## src/rtl/fetch_queue_pkg.sv

```systemverilog
// Shared fetch-path types and constants: datapath width, PC step, NOP encoding
// and the {pc, instr} queue entry.
package fetch_queue_pkg;

    localparam int unsigned XLEN = 32;
    localparam logic [XLEN-1:0] INSTR_BYTES = 32'd4;
    localparam logic [XLEN-1:0] NOP_INSTR = 32'h0000_0013;

    typedef struct packed {
        logic [XLEN-1:0] pc;
        logic [XLEN-1:0] instr;
    } fetch_entry_t;

endpackage

```

## src/rtl/fetch_fifo.sv

```systemverilog
// Generic DEPTH x WIDTH circular FIFO with synchronous flush; the head entry
// is read straight out of the storage registers.
module fetch_fifo
    import fetch_queue_pkg::*;
#(
    parameter int unsigned DEPTH = 4,
    parameter int unsigned WIDTH = $bits(fetch_entry_t)
) (
    input  logic                     clk,
    input  logic                     reset,
    input  logic                     flush,
    input  logic                     push,
    input  logic [WIDTH-1:0]         wdata,
    input  logic                     pop,
    output logic [WIDTH-1:0]         rdata,
    output logic [$clog2(DEPTH):0]   count
);

    localparam int unsigned PW = $clog2(DEPTH);
    localparam int unsigned CW = PW + 1;

    logic [WIDTH-1:0] mem [DEPTH];
    logic [PW-1:0]    rptr;
    logic [PW-1:0]    wptr;
    logic             do_push;
    logic             do_pop;

    // A push into a full FIFO is only legal when the head leaves in the same cycle.
    assign do_pop  = pop && (count != '0);
    assign do_push = push && ((count < CW'(DEPTH)) || do_pop);
    assign rdata   = mem[rptr];

    always_ff @(posedge clk) begin
        if (reset) begin
            rptr  <= '0;
            wptr  <= '0;
            count <= '0;
            for (int i = 0; i < int'(DEPTH); i++) begin
                mem[i] <= '0;
            end
        end else if (flush) begin
            rptr  <= '0;
            wptr  <= '0;
            count <= '0;
        end else begin
            if (do_push) begin
                mem[wptr] <= wdata;
                wptr      <= wptr + PW'(1);
            end
            if (do_pop) begin
                rptr <= rptr + PW'(1);
            end
            unique case ({do_push, do_pop})
                2'b10:   count <= count + CW'(1);
                2'b01:   count <= count - CW'(1);
                default: count <= count;
            endcase
        end
    end

endmodule

```

## src/rtl/fetch_queue.sv

```systemverilog
// Instruction fetch front end: issues sequential word fetches, tracks the one
// outstanding response, and queues {pc, instr} pairs for IF/ID.
module fetch_queue
    import fetch_queue_pkg::*;
#(
    parameter int unsigned     DEPTH    = 4,
    parameter logic [XLEN-1:0] RESET_PC = 32'h0000_0000
) (
    input  logic            clk,
    input  logic            reset,
    output logic            imem_req,
    output logic [XLEN-1:0] imem_addr,
    input  logic            imem_ready,
    input  logic            imem_rvalid,
    input  logic [XLEN-1:0] imem_rdata,
    input  logic            redirect_valid,
    input  logic [XLEN-1:0] redirect_pc,
    input  logic            stall,
    output logic            out_valid,
    output logic [XLEN-1:0] out_pc,
    output logic [XLEN-1:0] out_instr
);

    localparam int unsigned CW = $clog2(DEPTH) + 1;

    logic [XLEN-1:0] fetch_pc;
    logic [XLEN-1:0] req_pc;
    logic            inflight;
    logic            kill;
    logic [CW-1:0]   count;
    logic            accept;
    logic            rsp;
    logic            push;
    logic            pop;
    logic            outstanding;
    fetch_entry_t    wr_entry;
    fetch_entry_t    head;
    logic            unused_pc_bits;

    assign unused_pc_bits = ^redirect_pc[1:0];

    // Reserve a slot for the outstanding response so a full queue never overflows.
    assign imem_req  = !reset && !redirect_valid && ((count + CW'(inflight)) < CW'(DEPTH));
    assign imem_addr = fetch_pc;
    assign accept    = imem_req && imem_ready;
    assign rsp       = imem_rvalid && inflight;
    assign push      = rsp && !kill && !redirect_valid;
    assign pop       = out_valid && !stall && !redirect_valid;
    // A request still owed a response after this edge; if redirected it must be dropped.
    assign outstanding = accept || (inflight && !imem_rvalid);

    assign wr_entry  = '{pc: req_pc, instr: imem_rdata};
    assign out_valid = (count != '0);
    assign out_pc    = head.pc;
    assign out_instr = head.instr;

    always_ff @(posedge clk) begin
        if (reset) begin
            fetch_pc <= {RESET_PC[XLEN-1:2], 2'b00};
            req_pc   <= '0;
            inflight <= 1'b0;
            kill     <= 1'b0;
        end else if (redirect_valid) begin
            fetch_pc <= {redirect_pc[XLEN-1:2], 2'b00};
            inflight <= outstanding;
            kill     <= outstanding;
        end else begin
            if (accept) begin
                fetch_pc <= fetch_pc + INSTR_BYTES;
                req_pc   <= fetch_pc;
            end
            if (accept) begin
                inflight <= 1'b1;
            end else if (rsp) begin
                inflight <= 1'b0;
            end
            if (rsp) begin
                kill <= 1'b0;
            end
        end
    end

    fetch_fifo #(
        .DEPTH (DEPTH),
        .WIDTH ($bits(fetch_entry_t))
    ) u_fifo (
        .clk   (clk),
        .reset (reset),
        .flush (redirect_valid),
        .push  (push),
        .wdata (wr_entry),
        .pop   (pop),
        .rdata (head),
        .count (count)
    );

endmodule

```

## config.mk

```make
export PLATFORM = sky130hd
export DESIGN_NAME = fetch_queue
export DESIGN_NICKNAME = d
export VERILOG_FILES = /design/src/rtl/fetch_queue_pkg.sv /design/src/rtl/fetch_fifo.sv /design/src/rtl/fetch_queue.sv
export SDC_FILE = /design/constraint.sdc
export NUM_CORES = 1
export LEC_CHECK = 0
export ABC_AREA = 0
export CORE_MARGIN = 2
export CORE_UTILIZATION = 56
export DETAILED_ROUTE_END_ITERATION = 8
export GPL_TIMING_DRIVEN = 0
export PLACE_DENSITY_LB_ADDON = 0.08
export SKIP_LAST_GASP = 1
export SLEW_MARGIN = 15
export SYNTH_ARGS = -nofsm -noshare
export SYNTH_HDL_FRONTEND = slang
export SYNTH_HIERARCHICAL = 1
export SYNTH_SLANG_ARGS = --single-unit
```

## constraint.sdc

```tcl
create_clock -name clk -period 4.2 [get_ports clk]
set_clock_uncertainty 0.15 [all_clocks]
set_input_delay 0.42 -clock clk [delete_from_list [all_inputs] [get_ports clk]]
set_output_delay 0.42 -clock clk [all_outputs]
set_load 0.05 [all_outputs]
```

* Word-level counts from Yosys, hierarchy flattened
Memory sizes are Yosys's and may differ from the RTL's. A register that Yosys moved wholly into a read port is not among the register bits.
Index checks and enable logic that the tools add are counted.
** Storage, ports and cells
- Flip-flop bits (word level) :: 73
- Memory bits (writable) :: 256
- Input bits :: 70
- Output and inout bits :: 98
- Logic and storage cells :: 64
- Memories :: 1
** Cells by class
- Add/sub/neg operators :: 6
- $lt $le $gt $ge :: 2
- Equal/unequal tests :: 2
- Mux-type cells :: 18
- Bitwise logic cells :: 1
- Reduce and logical (&&, ||, !) cells :: 26
** Memories
- u_fifo.mem :: words 4, width 64, read ports 1, clocked after Yosys merged registers in 1, wr ports 4, line fetch_fifo.sv:22 : logic [WIDTH-1:0] mem [DEPTH];
** Operators with widths (number)
- 32-bit 2-to-1 mux :: 2
- 64-bit 2-to-1 mux :: 1
- 64-bit OR reduction :: 1
- 32-bit by 3-bit adder with 32-bit output (second input constant) :: 1
- 1-bit logical AND :: 11
- 1-bit 2-to-1 mux :: 11
- 3-bit less-than comparator (second input constant) :: 2
- 2-bit 2-to-1 mux :: 3
- 3-bit case mux with 2 select lines :: 1
- 2-bit nonzero test :: 3
- 3-bit nonzero test :: 2
- 1-bit logical NOT :: 5
- 2-bit by 1-bit adder with 2-bit output (second input constant) :: 2
- 3-bit by 1-bit adder with 3-bit output :: 1
- 3-bit by 1-bit adder with 3-bit output (second input constant) :: 1
- 3-bit by 1-bit subtractor with 3-bit output (second input constant) :: 1
- 2-bit by 1-bit equality test with 1-bit output (second input constant) :: 1
- 2-bit equality test (second input constant) :: 1
- 1-bit logical OR :: 2
- 2-bit AND reduction :: 1
- 2-bit OR reduction :: 1
- 1-bit inverter :: 1

* Logic depth before layout (Yosys ltp)
Gate-level depths: netlist of the first run.
- Depth in word-level cells :: 12
- Mapped depth :: 12
- Depth with buffers taken out :: 10

* Hierarchy
Netlist of the first run, hierarchy kept.
** By module, submodules not included
- fetch_fifo :: instances 1, cells each 672, area each 11574.9 um^2, sequential area each 7867.5 um^2
- fetch_queue :: instances 1, cells each 382, area each 2986.6 um^2, sequential area each 1241.2 um^2

* Worst setup path after synthesis of the first run
Ideal clock, no wire load.
- Path kind :: reg2reg
- From :: reg u_fifo.count[2]
- To :: mem u_fifo/mem[2][0] (netlist name), enable pin
- Setup time :: 0.394 ns
- Arrival :: 2.780 ns
- Data required time :: 3.656 ns
- Slack :: 0.876 ns
- Cell stages (with the launch flop) :: 8
- Buffers on the path :: 2
- Clock period less this slack :: 3.324 ns
- Path through :: dfxtp_1 > or3_1 > nor3b_1 > nor2b_1 > buf_2 > nor4_4 > buf_6 > or2_2
** RTL lines
- from (decl) :: line fetch_fifo.sv:16 : output logic [$clog2(DEPTH):0] count
- from (signal assigned) :: line fetch_fifo.sv:54 : 2'b10: count <= count + CW'(1);
- from (signal assigned) :: line fetch_fifo.sv:55 : 2'b01: count <= count - CW'(1);
- from (signal assigned) :: line fetch_fifo.sv:56 : default: count <= count;
- to (decl) :: line fetch_fifo.sv:22

* Worst setup path after layout of the first run
- From :: in reset
- To :: out imem_req
** Between the ends
- Word-level cells in the longest chain between the ends :: 3
** Ends and longest elaborated chain
- from (decl) :: line fetch_queue.sv:10 : input logic reset,
- 1-bit logical NOT :: line fetch_queue.sv:43 : assign imem_req = !reset && !redirect_valid && ((count + CW'(inflight)) < CW'(DEPTH));
- 1-bit logical AND (2 in a row) :: line fetch_queue.sv:43
- to (decl) :: line fetch_queue.sv:11 : output logic imem_req,
Every way passes these cells.

==> results of run 1 <==
## worst register-to-register path, stage by stage, from the launching register on
cell and delay [ns]:
dfxtp_1 0.51, or3_1 0.17, nor3b_1 0.35, nor2b_1 0.08
buf_2 0.21, nor4_4 0.24, buf_4 0.29, or2_4 0.42
buf_16 0.32
## layer usage
metal  GRT usage, %  part of all wire [%]
met3          4.595                   7.2
met4          6.640                   2.0
met2          42.01                    49
met5              0                     0
met1          34.30                    42
## per-stage QoR
stage	power, W	hold slack (ns)	utilization [%]	setup slack (ns)
2_1_floorplan	0.003995	0.3069	-	0.8757
3_3_place_gp	0.004231	0.3288	64.61	-0.6490
3_5_place_dp	0.004248	0.3350	65.07	0.1110
4_1_cts	0.007483	0.3305	69.87	0.3999
5_1_grt	0.007654	0.3407	69.88	0.3727
6_report	0.007433	0.3393	69.88	0.4536
## power by group
| group | total, W | leakage, nW | switching [W] | internal, W |
|---|---|---|---|---|
| Combinational | 0.000534 | 2.46 | 0.000333 | 0.000200 |
| Sequential | 0.00365 | 3.22 | 0.0000638 | 0.00359 |
| Clock | 0.00325 | 0.599 | 0.00123 | 0.00202 |
## how the worst max path moves through the flow
stage	start	to	slack, ns	cells after the start
finish	reset	imem_req	0.45	5
global route	register	out_pc[0]	0.37	4
CTS	register	out_pc[11]	0.40	4
detailed placement	redirect_valid	u_fifo/count[2]	0.11	13
global placement	redirect_valid	u_fifo/mem[2][51]	-0.65	9
floorplan	u_fifo/count[2]	u_fifo/mem[2][0]	0.88	7
## sequential cells by signal, indices dropped and copies added (netlist names), named ones only
| register | count |
|---|---|
| imem_addr | 30 |
| u_fifo/wptr | 2 |
| u_fifo/mem | 256 |
| inflight | 1 |
| req_pc | 30 |
| kill | 1 |
| u_fifo/count | 3 |
| u_fifo/rptr | 2 |
## cells by family after synthesis
group | share of synthesized area (%)
adders and majority gates | 0.3093
xor gates and xnor gates | 0.7819
AOI/OAI and AO/OA | 4.563
muxes | 10.37
and+or+nand+nor | 17.92
buffers and inverters | 3.480
DFF | 62.55
other | 0.02575
## layout make-up
cell class / count / share of cell area, %
flip-flops and latches: 327 / 50.60
diodes: 1 / 0.01390
well taps: 335 / 2.328
clock inverters: 13 / 1.119
clock buffers: 52 / 5.741
multi-input cells: 652 / 27.75
plain buffers: 73 / 2.585
inverters: 11 / 0.2294
repair buffers: 167 / 9.633
## cells in the final DEF, fill, tap and decap left out, drive strengths merged, types with 10 or more instances in the layout
master | netlist | routed
a21oi | 57 | 57
and2 | 258 | 258
buf | 35 | 39
clkbuf | 38 | 90
clkdlybuf4s50 | 0 | 163
conb | 1 | 10
dfxtp | 71 | 71
edfxtp | 256 | 256
inv | 11 | 11
mux4 | 64 | 64
nand2 | 88 | 88
nand3 | 17 | 17
nand4 | 10 | 10
nor2 | 16 | 16
nor3 | 12 | 12
nor4 | 10 | 10
==> summary.txt, run 1 <==
Outcome
  • Status: finished, final reports clean

Clock tree
  • Post-CTS setup buffers: 0
  • CTS root buffer: clkbuf_16
  • # hold bufs at CTS: 0
  • Worst-Skew Late Latency: 0.51 ns
  • H-Tree Depth: 2
  • CTS Buf Count: 36
  • Worst-case clock buffer depth: 3
  • Post-CTS sizing: 0
  • CTS tree: yes
  • Reg clk slew, reported paths: 0.06 ns
  • Sink Count: 327

Critical path
  • Startpoint types: input pin
  • Critical path buffers and inverters: 4
  • CP arrival: 3.18 ns
  • CP required: 3.63 ns
  • Worst r2r src: u_fifo/count[2]
  • Worst R2R Path Depth: 8
  • Top delay family on crit path: buffers and inverters
  • R2R Path End: u_fifo/mem[0][48]
  • Slowest-stage cell, CP: clkdlybuf4s50_1
  • Slowest stage delay, CP: slightly below 0.8 ns
  • FF-to-FF setup slack: 1.12 ns
  • CP Max Fanout: 11
  • Crit end category: output port
  • Critical path type: in -> out
  • Critical-path cell list: clkdlybuf4s50_1 -> clkbuf_1 -> clkbuf_1 -> nor3_1 -> clkdlybuf4s50_1

Die
  • Starting density of the core: 56.52%
  • DIE HEIGHT: 165.3 microns
  • CORE AREA: 25760 sq um
  • Die area: around 27000 sq um
  • Core Rows: 59
  • Die Span X: 165.3 microns
  • IO Pins: around 170

Hold path
  • Hold_sp: req_pc[29]
  • WHS Endpoint: req_pc[29]
  • Worst hold path cell count: 2
  • Hold WC Path Type: reg -> reg

Cells and area
  • Synthesis-to-finish area growth: 23.63%
  • Share of cells above drive strength 1: 13.98%
  • Layout fillers: 1829
  • Final Non-Filler Cells: 1631
  • Final Cell Area: 18000 sq um
  • Final #Nets: 1341
  • Seq. cell area: between 9000 and 10000 sq um
  • Area of the multi-input gates: 4996 sq um

Place
  • I/O Buffers: roughly 160
  • GPL Wtd Cong: 0.9098
  • HPWL Detailed: 21690 microns
  • Inst Count DP: about 1600
  • Placed instance area: 16760 sq um

Flow run
  • Max cap viols: 0

Timing
  • Final Hold Fails: 0
  • Max Slew Vio Count: 0
  • RSZ-0062 raised after global routing: false
  • Rel. slew slack: 50.18%
  • # setup viols final: 0
  • Final period util: 89.20%
  • Fmax: 266.9 MHz
  • Fin crit period: 3.746 ns
  • Setup TNS: 0 ns
  • Worst-Margin Slew: 0.7473 ns

Detailed routing
  • TritonRoute pass-1 iters: 6
  • Initial DRC Count: approximately 840
  • DR WL/cell: roughly 21 microns
  • DRC Markers: 0
  • Final wirelength: roughly 34000 microns
  • Vias: 9288
  • Antenna-violating nets left: 0
  • Avg Vias per Cell: 5.695

Synthesis
  • Post-Syn Area: 14560 sq um
  • Ys flop type: edfxtp_1
  • Post-synth ARST share: 0%
  • Post-synthesis sequential area ratio: 62.55%
  • Post-Syn Instances: 1054
  • Share of the synthesized area in the top cell type: 52.79%
  • Synth top area cells: edfxtp_1 (53%), and2_1 (11%), mux4_2 (9.9%), dfxtp_1 (9.8%), nand2_1 (2.3%)
  • Yosys top cell by area: edfxtp_1
  • Cell variety after synth: 59
  • Count leader, synth: and2_1
  • Synth warn: 6
  • Commonest cells in the netlist: and2_1 (258), edfxtp_1 (256), nand2_1 (88)
  • Seq cells post-synth: between 300 and 400
  • Number of synthesized flops with an enable pin: 256
  • Syn_area_per_cell: 13.82 sq um

Pwr
  • VDD IR max: 469.1 uV
  • Leak: 6.273 nW
  • Pwr dens: 412.9 nW/um^2

GRT
  • Number of global-route vias before repair: 9353
  • Largest net degree at the start of global routing: between 40 and 50
  • Initial antenna violation count: 1
  • Overflow after GRT: 0
  • GRT Total Usage: 25.14%
  • First-pass GRT wire length: 51600 microns
Note: power is estimated with default switching activity, not from simulation.
==> inputs of run 2 (changes only) <==
--- a/config.mk
+++ b/config.mk
@@ -9,7 +9,6 @@
 export CORE_MARGIN = 2
 export CORE_UTILIZATION = 56
 export DETAILED_ROUTE_END_ITERATION = 8
-export GPL_TIMING_DRIVEN = 0
 export PLACE_DENSITY_LB_ADDON = 0.08
 export SKIP_LAST_GASP = 1
 export SLEW_MARGIN = 15
==> run 2 against run 1 <==
Register-to-register slack gained 0.12 ns. Clock-buffer cell count shrank 3. Flip-flop and latch count unchanged. Critical path type is now reg -> out. Largest cell class unchanged. Highest routed layer is now met5.
==> summary.txt, run 2 (synthesis gave the netlist of run 1 again) <==
Cells and area
  • Synthesis-to-finish area growth: 20.91%
  • Final #Nets: ~1300
  • Commonest cells after routing, fill and taps aside: and2_1 (258), edfxtp_1 (256), clkdlybuf4s50_1 (162)
  • Antenna diodes: 0
  • Share of cells above drive strength 1: around 13%
  • Final Cell Area: 17610 sq um
  • Final Non-Filler Cells: 1574
  • Most common cell after layout, fill and taps aside: and2_1
  • Number of flip-flops in the largest register: 256
  • Largest Register: u_fifo/mem
  • Layout Utilization: around two thirds

Die
  • Die Span X: 165.3 microns
  • CORE AREA: between 20000 and 30000 sq um
  • Die area: 27310 sq um
  • Core Rows: 59
  • Starting density of the core: 56.52%
  • IO Pins: about 170
  • DIE HEIGHT: 165.3 microns

Pwr
  • VDD IR max: 368.1 uV
  • Pwr dens: just over 400 nW/um^2
  • Leak: 6.055 nW

Timing
  • Final period util: 80.12%
  • Worst hold slack: about 0.14 ns
  • Fin crit period: between 3 and 4 ns
  • # setup viols final: 0
  • Final Hold Fails: 0
  • Rel. slew slack: 33.17%
  • Max Slew Vio Count: 0
  • Fmax: 297.2 MHz
  • Worst-Margin Slew: between 1 and 1.5 ns
  • RSZ-0062 raised after global routing: false
  • Setup TNS: 0 ns

Place
  • Inst Count DP: 1511
  • Placed instance area: 16460 sq um
  • I/O Buffers: 163
  • HPWL Detailed: 18690 microns
  • GPL Wtd Cong: 0.8336

Clock tree
  • Worst-case clock buffer depth: 3
  • Sink Count: 327
  • Post-CTS setup buffers: 0
  • # hold bufs at CTS: 0
  • Worst-Skew Late Latency: 0.51 ns
  • CTS tree: yes
  • CTS root buffer: clkbuf_16
  • H-Tree Depth: 2
  • Post-CTS sizing: 0
  • CTS Buf Count: 35
  • Reg clk slew, reported paths: 0.06 ns

Critical path
  • Startpoint types: register
  • Critical path type: reg -> out
  • Slowest stage delay, CP: 0.72 ns
  • Crit path capture: out_instr[10]
  • Slowest-stage cell, CP: clkdlybuf4s50_1
  • CP arrival: ~2.8 ns
  • FF-to-FF setup slack: 1.24 ns
  • R2R Path End: u_fifo/count[2]
  • Critical-path cell list: buf_4 -> mux4_2 -> clkdlybuf4s50_1
  • Crit end category: output port
  • CP Max Fanout: 23
  • CP required: approximately 3.6 ns
  • Worst R2R Path Depth: 11
  • Worst r2r src: u_fifo/count[2]

GRT
  • Met1 GRT Util: between 30% and 40%
  • Overflow after GRT: 0
  • Global Route met2 Usage: between 30% and 40%
  • First-pass GRT wire length: a little under 50000 microns
  • Initial antenna violation count: 1
  • Largest net degree at the start of global routing: 66
  • Number of global-route vias before repair: a little under 9000
  • GRT Total Usage: 23.60%
  • Met3 usage: ~3.9%
  • Gr busiest metal: met2

Detailed routing
  • Initial DRC Count: 643
  • DR WL/cell: 20.32 microns
  • Vias: between 8000 and 9000
  • Antenna-violating nets left: 0
  • TritonRoute pass-1 iters: 4
  • Final wirelength: 31980 microns
  • Avg Vias per Cell: about 5.7
  • DRC Markers: 0

Hold path
  • Hold WC Path Type: in -> reg
  • Worst hold path cell count: 2

Flow run
  • Max cap viols: 0

Outcome
  • Status: finished, final reports clean
run 2: per-stage QoR:
stage / setup slack [ns] / total power, W
final: 0.8350 / 0.007244
after global routing: 0.6617 / 0.007446
after CTS: 0.7618 / 0.007292
after detailed placement: 0.9410 / 0.004232
after global placement: 0.9639 / 0.004226
after floorplan: 0.8757 / 0.003995
run 2: worst max-delay path, delay by kind of cell, from the launching register on:
kind / cells / cell delay [ns]
flops: 1 / 0.65
buf+inv: 2 / 1.08
mux: 1 / 0.55
run 2: routing by layer:
layer,share of wire [%],vias up
met4,1.2,2
li1,-,4168
met3,5.7,34
met2,49,257
met5,0.041,-
met1,44,4490
run 2: worst min path at each step:
stage	end	slack, ns	startpoint
floorplan	req_pc[10]	0.31	req_pc[10]
global placement	req_pc[15]	0.33	req_pc[15]
detailed placement	req_pc[12]	0.33	req_pc[12]
CTS	req_pc[6]	0.13	reset
global route	inflight	0.17	reset
finish	req_pc[6]	0.14	reset
run 2: area by class of cell:
cell class	instances	area (sq um)
inverters	11	41.29
repair buffers	186	1874
multi-input cells	652	5009
fillers	1842	8157
well taps	335	419.2
flip-flops and latches	327	9116
clock buffers	49	980.9
clock inverters	14	166.4
run 2: power breakdown:
group	leakage [nW]	total [W]	switching [W]	internal (W)
combinational	2.28	0.000513	0.000318	0.000195
clock	0.558	0.00308	0.00120	0.00188
sequential	3.22	0.00365	0.0000659	0.00358
total	6.05	0.00724	0.00159	0.00566
==> inputs of run 3 (changes only) <==
==> constraint.sdc (replaced) <==
create_clock -name clk -period 3.25 [get_ports clk]
set_clock_uncertainty 0.15 [all_clocks]
set_input_delay 0.325 -clock clk [delete_from_list [all_inputs] [get_ports clk]]
set_output_delay 0.325 -clock clk [all_outputs]
set_load 0.05 [all_outputs]
==> run 3 against run 2 <==
Cell count increased by 0.38%. Register-to-register slack got worse by 0.80 ns. First-iteration DRC count decreased by 1.2%. Flip-flop and latch count unchanged. Via count increased by 0.99%. Combinational power increased by 32%. Clock-buffer cell count unchanged. Power increased by 26%. Wire length increased by 1.3%. Cell area increased by 0.46%. Critical endpoint is now out_pc[8]. Largest cell class unchanged.
==> summary.txt, run 3 (synthesis gave the netlist of run 1 again) <==
Timing
  • Rel. slew slack: 35.77%
  • Setup TNS: 0 ns
  • RSZ-0062 raised after global routing: false
  • Max Slew Vio Count: 0
  • # setup viols final: 0
  • Fin crit period: 3.112 ns
  • Final period util: 95.76%
  • Worst-Margin Slew: 0.9624 ns
  • Fmax: 321.3 MHz
  • Final Hold Fails: 0

Cells and area
  • Antenna diodes: 0
  • Final #Nets: roughly 1300
  • Number of flip-flops in the largest register: 256
  • Commonest cells after routing, fill and taps aside: and2_1 (258), edfxtp_1 (256), clkdlybuf4s50_1 (157)
  • Largest Register: u_fifo/mem
  • Synthesis-to-finish area growth: 21.47%
  • Share of cells above drive strength 1: ~13%
  • Most common cell after layout, fill and taps aside: and2_1
  • Final Non-Filler Cells: 1580
  • Layout fillers: 1845

Pwr
  • Internal: 0.007107 W
  • VDD IR max: about 520 uV
  • Leak: 6.150 nW
  • Net switching power: approximately 0.002 W
  • Reg power frac: 51.6%
  • Power share of the clock group: 40.9%
  • Total Power: 0.009130 W
  • Logic gate share of total power: approximately 7.4%
  • Pwr dens: around 520 nW/um^2
  • Switch share: 22.15%

Critical path
  • Slowest stage delay, CP: ~0.7 ns
  • Crit end category: output port
  • Slowest-stage cell, CP: clkdlybuf4s50_1
  • Critical path type: reg -> out
  • Top delay family on crit path: buffers and inverters
  • Critical-path cell list: buf_4 -> mux4_2 -> clkdlybuf4s50_1
  • CP required: 2.77 ns
  • Critical path buffers and inverters: 2
  • Startpoint types: register
  • CP Max Fanout: 17
  • CP arrival: between 2 and 3 ns

GRT
  • Initial antenna violation count: 0
  • GRT Total Usage: 24.53%
  • Largest net degree at the start of global routing: between 60 and 70
  • Overflow after GRT: 0
  • First-pass GRT wire length: around 50000 microns
  • Number of global-route vias before repair: 9233

Flow run
  • Max cap viols: 0

Place
  • Inst Count DP: 1521
  • GPL Wtd Cong: around 0.86
  • I/O Buffers: between 150 and 200
  • HPWL Detailed: 19390 microns

Die
  • Die area: 27310 sq um
  • Core Rows: 59
  • Starting density of the core: a little under three fifths
  • IO Pins: around 170
  • CORE AREA: 25760 sq um
  • Die Span X: 165.3 microns
  • DIE HEIGHT: 165.3 microns

Clock tree
  • # hold bufs at CTS: 0
  • Worst-Skew Late Latency: 0.51 ns
  • CTS tree: yes
  • Sink Count: ~330
  • H-Tree Depth: 2
  • Reg clk slew, reported paths: 0.05 ns
  • CTS Buf Count: 35
  • Worst-case clock buffer depth: 3
  • CTS root buffer: clkbuf_16

Outcome
  • Status: finished, final reports clean

Detailed routing
  • DRC Markers: 0
  • Antenna-violating nets left: 0
  • Avg Vias per Cell: 5.722
  • Vias: approximately 9000
  • TritonRoute pass-1 iters: 5
  • DR WL/cell: 20.51 microns
  • Initial DRC Count: 635
  • Final wirelength: 32410 microns

Hold path
  • Hold WC Path Type: in -> reg
-- run 3: cell count changes in the layout (fill, tap and decap cells not counted), sizes merged --
cell,delta
buf,+11
bufinv,-3
clkdlybuf4s50,-5
clkinv,-1
dlymetal6s2s,+4
-- run 3: final timing paths --
| kind | from | endpoint | slack, ns | cells after the start |
|---|---|---|---|---|
| setup / recovery | register | out_pc[8] | 0.14 | 3 |
| hold reg to reg | req_pc[20] | req_pc[20] | 0.33 | 2 |
| setup reg to reg | u_fifo/count[0] | u_fifo/count[2] | 0.44 | 11 |
| hold / removal | reset | inflight | 0.07 | 2 |
-- run 3: layer usage --
metal / vias up / GRT usage (%) / wire length, microns
met5: - / 0 / 0
met1: 4478 / 33.57 / 13860
met3: 52 / 4.296 / 2082
met2: 314 / 40.89 / 15780
li1: 4196 / - / -
met4: 0 / 6.759 / 679
-- run 3: layout make-up --
cell class,instances,area [sq um],area share [%]
clock buffers,49,1001,5.659
inverters,11,41.29,0.2334
repair buffers,196,2032,11.49
well taps,335,419.2,2.370
multi-input cells,652,5009,28.32
clock inverters,10,70.07,0.3961
flip-flops and latches,327,9116,51.54
-- run 3: repair_timing --
item	in CTS	in global routing
setup endpoints to repair	0	4
gates resized for setup	0	4
buffers inserted	0	0
-- run 3: stage by stage --
stage | utilization, % | setup WS [ns] | hold slack [ns] | area (sq um)
global route | 68.66 | 0.0007625 | 0.07264 | 17690
floorplan | - | 0.08289 | 0.2781 | 14600
finish | 68.66 | 0.1378 | 0.06843 | 17690
global placement | 64.46 | 0.3701 | 0.3232 | 16610
CTS | 68.62 | 0.07230 | 0.04360 | 17680
detailed placement | 64.46 | 0.3473 | 0.3244 | 16610
-- run 3: power by group through the flow --
stage | Combinational, W | Clock, W | Sequential [W]
after global placement | 0.000678 | 0 | 0.00479
final | 0.000679 | 0.00374 | 0.00471
after CTS | 0.000685 | 0.00380 | 0.00471
after floorplan | 0.000314 | 0 | 0.00485
after detailed placement | 0.000682 | 0 | 0.00480
after global routing | 0.000719 | 0.00398 | 0.00473
